--- config.mk ---
export PLATFORM = sky130hd
export DESIGN_NAME = muldiv_arbiter
export DESIGN_NICKNAME = d
export VERILOG_FILES = /design/src/rtl/muldiv_arbiter.sv
export SDC_FILE = /design/constraint.sdc
export NUM_CORES = 1
export LEC_CHECK = 0
export BUFFER_PORTS_ARGS = -buffer_cell sky130_fd_sc_hd__buf_4
export CAP_MARGIN = 20
export CORE_MARGIN = 2
export CORE_UTILIZATION = 42
export DETAILED_ROUTE_END_ITERATION = 7
export GPL_TIMING_DRIVEN = 0
export PLACE_DENSITY = 0.76
export SYNTH_ARGS = -nofsm -noshare
export SYNTH_HDL_FRONTEND = slang
export SYNTH_SLANG_ARGS = --single-unit
--- constraint.sdc ---
create_clock -name clk -period 1.5 [get_ports clk]
set_input_delay 0.225 -clock clk [delete_from_list [all_inputs] [get_ports clk]]
set_output_delay 0.225 -clock clk [all_outputs]
set_load 0.005 [all_outputs]
--- src/rtl/muldiv_arbiter.sv ---
// Round-robin arbiter that shares one sequential multiply/divide unit between two requesters.
// Latches the winner's operands, starts the unit, waits for valid with a timeout, returns a done pulse.
//
// state | meaning
// IDLE  | no transaction; pick a winner when any request is pending
// ISSUE | operands latched; unit_start pulsed for one cycle
// WAIT  | waiting for unit_valid; abort with err after TIMEOUT cycles
// RESP  | result/err valid; done pulsed to the owner for one cycle
module muldiv_arbiter #(
  parameter int WIDTH   = 8,
  parameter int TIMEOUT = 40
) (
  input  logic               clk,
  input  logic               reset,
  input  logic               req0,
  input  logic [WIDTH-1:0]   a0,
  input  logic [WIDTH-1:0]   b0,
  input  logic               sign0,
  input  logic               req1,
  input  logic [WIDTH-1:0]   a1,
  input  logic [WIDTH-1:0]   b1,
  input  logic               sign1,
  output logic               gnt0,
  output logic               gnt1,
  output logic               done0,
  output logic               done1,
  output logic               err,
  output logic [2*WIDTH-1:0] result,
  output logic               busy,
  output logic               unit_start,
  output logic [WIDTH-1:0]   unit_a,
  output logic [WIDTH-1:0]   unit_b,
  output logic               unit_sign,
  input  logic               unit_valid,
  input  logic [2*WIDTH-1:0] unit_result
);

  localparam int CW = (TIMEOUT > 1) ? $clog2(TIMEOUT) : 1;
  localparam logic [CW-1:0] CNT_LAST = CW'(TIMEOUT - 1);

  localparam logic [1:0] S_IDLE  = 2'd0;
  localparam logic [1:0] S_ISSUE = 2'd1;
  localparam logic [1:0] S_WAIT  = 2'd2;
  localparam logic [1:0] S_RESP  = 2'd3;

  logic [1:0]    state;
  logic          owner;
  logic          ptr;
  logic [CW-1:0] cnt;
  logic          grant_any;
  logic          grant_sel;

  // With a single request pending the pointer is irrelevant; only a tie consults it.
  always_comb begin
    grant_any = req0 | req1;
    if (req0 && req1)
      grant_sel = ptr;
    else
      grant_sel = req1;
  end

  always_ff @(posedge clk or negedge reset) begin
    if (!reset) begin
      state     <= S_IDLE;
      owner     <= 1'b0;
      ptr       <= 1'b0;
      cnt       <= '0;
      unit_a    <= '0;
      unit_b    <= '0;
      unit_sign <= 1'b0;
      result    <= '0;
      err       <= 1'b0;
    end else begin
      case (state)
        S_IDLE: begin
          if (grant_any) begin
            owner     <= grant_sel;
            unit_a    <= grant_sel ? a1 : a0;
            unit_b    <= grant_sel ? b1 : b0;
            unit_sign <= grant_sel ? sign1 : sign0;
            state     <= S_ISSUE;
          end
        end
        S_ISSUE: begin
          cnt   <= '0;
          state <= S_WAIT;
        end
        S_WAIT: begin
          if (unit_valid) begin
            result <= unit_result;
            err    <= 1'b0;
            state  <= S_RESP;
          end else if (cnt == CNT_LAST) begin
            // counter is left at its last value: it saturates rather than wraps
            result <= '0;
            err    <= 1'b1;
            state  <= S_RESP;
          end else begin
            cnt <= cnt + 1'b1;
          end
        end
        S_RESP: begin
          ptr   <= ~owner;
          state <= S_IDLE;
        end
        default: state <= S_IDLE;
      endcase
    end
  end

  assign busy       = (state != S_IDLE);
  assign unit_start = (state == S_ISSUE);
  assign gnt0       = busy & ~owner;
  assign gnt1       = busy & owner;
  assign done0      = (state == S_RESP) & ~owner;
  assign done1      = (state == S_RESP) & owner;

endmodule

==> key figures <==
Place
  – Detailed placement HPWL: 3880 um
  – Placer Congestion: 0.774
  – Count of placed standard cells including taps: 376
  – Cell area reported after detailed placement: 2880 sq um
  – Number of buffers inserted by port buffering: 94

Drt
  – Detailed-router iteration count before antenna repair: 4
  – Wire length after detailed routing: 5280 um
  – Starting DRC count in detailed routing: 111
  – Total number of vias: 1,933
  – Residual DRC: 0
  – WL per Instance: 13.4 um
  – Via-to-Cell Ratio: 4.91
  – Final ANT Viol Nets: 0

Layout
  – Net count of the finished layout: 386
  – Register cell area after layout: 1100 sq um
  – Final cell count without fillers: 394
  – Area of combinational cells with multiple inputs: 936 sq um
  – Number of fill cells: 426
  – Fraction of final layout cells sized beyond drive strength 1: 42.5%
  – Layout overhead on the synthesized area: 50.9%
  – Number of diodes: 0
  – Final std cell area, no fill: 3140 sq um

Timing
  – Count of final hold-check violations: 0
  – Final period util: 101%
  – Setup TNS: -0.0100 ns
  – Min Clock Period, post-route: 1.51 ns
  – Setup repair after global routing missed its margin: true
  – Clock tree skew after final layout: 0.00920 ns
  – Worst slew slack as a fraction of its limit: 63.3%
  – Min setup slack post-route: -0.0100 ns
  – Final number of setup-violating endpoints: 1
  – Maximum operating frequency: 662 MHz
  – Number of pins exceeding their max-slew limit in the final report: 0
  – Slew @ Worst Pin: 0.550 ns

GRT
  – Total Routing Usage GR: 19.5%
  – Total gr overflow: 0
  – Via count of the first global-routing pass: 1,845
  – Number of antenna violations at the first check in global routing: 0
  – Maximum number of pins on one net before global-route repair: 45
  – First-pass GRT wire length: 8250 um

Power
  – Static Leak: 0.00160 uW
  – Power, Total: 5500 uW
  – Largest vdd supply drop: 0.000905 V
  – Power per cell area: 1750 nW/um^2

Clock network
  – Cell at the root of the clock tree: sky130_fd_sc_hd__clkbuf_8
  – Buffer depth of the longest clock path: 2
  – Htree depth: 2
  – Clock tree from TritonCTS: done
  – Sink count of the clock tree: 44
  – Number of buffers inserted during clock tree synthesis: 5
  – Worst skew pair latency: 0.30 ns
  – Clock edge transition at the registers on the reported setup and hold paths: 0.09 ns

Hold path
  – Type of the most critical hold path: in2reg
  – Startpoint of the worst hold path: unit_result[10]
  – Hold worst-path end: result[10]$_DFFE_PN0P_
  – Worst Hold Depth: 3

Setup path
  – Delay of the slowest critical-path stage: 0.39 ns
  – Kind of cell with the highest combined delay on the critical path: flip-flops
  – Worst R2R Path Depth: 5
  – Critical path startpoint category: flop
  – Worst R2R Start: cnt[0]$_DFFE_PN0P_
  – Ordered cell list for the critical path: ha_2, and4bb_4, a21oi_4, a22oi_2, mux2_4
  – WP buf/inv: 0
  – Data arrival, critical path: 1.69 ns
  – Required time of the worst setup path: 1.68 ns
  – Category of the most critical setup path: reg2reg
  – Slowest-stage cell, CP: sky130_fd_sc_hd__dfrtp_1
  – Crit path capture type: flop
  – Maximum fanout along the worst path: 3
  – Worst R2R Setup Slack: -0.01 ns
  – RR Endpoint: state[1]$_DFFE_PN0P_

Logic synthesis
  – Part of the Yosys area used for sequential elements: 53.0%
  – Synthesized cell area: 2080 sq um
  – Synthesis-stage register bit count: 44
  – Post-Syn Nets: 275
  – Synth warn: 0
  – Mean area per synthesized cell: 9.67 sq um
  – Most area-consuming cells after synthesis: sky130_fd_sc_hd__dfrtp_1 53%, sky130_fd_sc_hd__nand2_1 9.8%, sky130_fd_sc_hd__mux2i_1 8.7%
  – Cells after Synth: 215
  – Dominant cell type by area after synthesis: sky130_fd_sc_hd__dfrtp_1
  – Top-area cell type share of the netlist area: 53.0%
  – Number of library cell types mapped by synthesis: 32

Run status
  – Run status: complete, but fails checks
  – Violations in the final reports: negative setup slack

Die
  – Placement row count: 25
  – Chip Height: 74.3 um
  – Starting utilization of the core area: 43.7%
  – Number of placed I/O pins: 95
  – Die area: 5530 sq um
  – Floorplan core area: 4750 sq um
  – X dimension of the die: 74.3 um

Flow run
  – Max capacitance violation total: 0
worst reg2reg max path, stage by stage, from the launching register on:
cell	delay, ns
sky130_fd_sc_hd__dfrtp_1	0.39
sky130_fd_sc_hd__ha_2	0.20
sky130_fd_sc_hd__and4bb_4	0.26
sky130_fd_sc_hd__a21oi_4	0.06
sky130_fd_sc_hd__a22oi_2	0.17
sky130_fd_sc_hd__mux2_4	0.32
final cells by class:
class                      count  share of cell area [%]
tap                           67                    2.67
sequential                    44                    35.1
timing repair buffer         106                    25.4
clock inverter                 3                    1.36
multi-input combinational    150                    29.8
buffer                         9                    2.15
inverter                      10                    1.20
clock buffer                   5                    2.19
Yosys cell counts, drive strengths merged:
cell type	number
o21ai	37
inv	10
nand3b	2
a21oi	2
and4bb	1
clkbuf	7
nand4	3
o221ai	2
nor2b	4
nand2	54
o22ai	2
o21a	1
nor2	8
or2	1
mux2i	18
ha	5
dfrtp	44
and4b	1
o22a	1
mux2	1
and2	1
buf	4
o21bai	1
a31oi	2
nand3	1
a22oi	1
and3	1
worst max-delay path by stage:
stage	start	end	slack, ns	depth (start not counted)
2_1_floorplan	cnt[0]$_DFFE_PN0P_	err$_DFFE_PN0P_	-0.001	7
3_3_place_gp	state[0]$_DFFE_PN0P_	result[13]$_DFFE_PN0P_	-0.24	7
3_5_place_dp	state[0]$_DFFE_PN0P_	unit_sign$_DFFE_PN0P_	-0.28	6
4_1_cts	state[1]$_DFFE_PN0P_	busy	-0.03	4
5_1_grt	cnt[0]$_DFFE_PN0P_	state[1]$_DFFE_PN0P_	-0.03	5
6_report	cnt[0]$_DFFE_PN0P_	state[1]$_DFFE_PN0P_	-0.01	5
state kept, by name, indices dropped and copies added (netlist names):
signal	cells
result	16
unit_a	8
unit_b	8
cnt	6
state	2
err	1
owner	1
ptr	1
unit_sign	1
power by group:
| group | internal (uW) | total [uW] | leakage [uW] | switching [uW] |
|---|---|---|---|---|
| clock | 493 | 910 | 0.0000541 | 417 |
| sequential | 1690 | 1980 | 0.000552 | 293 |
| combinational | 1400 | 2600 | 0.000992 | 1210 |
stage by stage:
step,setup WS [ns],hold slack (ns),utilization (%)
6_report,-0.0100,0.126,66.0
3_3_place_gp,-0.236,0.253,60.5
4_1_cts,-0.0254,0.120,64.1
3_5_place_dp,-0.282,0.253,60.5
2_1_floorplan,-0.00118,-0.0706,-
5_1_grt,-0.0335,0.120,66.0
kinds of logic after synthesis:
kind of cell | Yosys count | share of synthesized area [%]
mux | 19 | 9.39
compound gates | 49 | 13.4
fa+ha+maj | 5 | 3.01
buf+inv | 21 | 4.70
flops | 44 | 53.0
simple gates | 77 | 16.6
placed cells by master (no fill, tap or decap), types with 4 or more instances in the layout:
cell and count:
sky130_fd_sc_hd__o21ai_1 30, sky130_fd_sc_hd__o21ai_0 6, sky130_fd_sc_hd__nand2_1 53, sky130_fd_sc_hd__nor2b_1 4, sky130_fd_sc_hd__inv_1 7, sky130_fd_sc_hd__dfrtp_1 43
sky130_fd_sc_hd__mux2i_1 18, sky130_fd_sc_hd__clkbuf_8 6, sky130_fd_sc_hd__buf_4 107, sky130_fd_sc_hd__nor2_1 6
per-layer routing:
metal,vias up,part of all wire (%),GRT usage (%)
met3,11,3.8,4.20
met2,47,53,34.4
met5,-,0,0
li1,947,-,-
met4,0,2.2,8.13
met1,928,41,23.1
timing repair:
action	CTS	global route
endpoints found under the setup margin	38	43
gates resized for setup	14	11
pin swaps	3	5
endpoints found under the hold margin	44	0
buffers inserted	4	7
hold buffers	1	0
(Power assumes the default switching activity.)
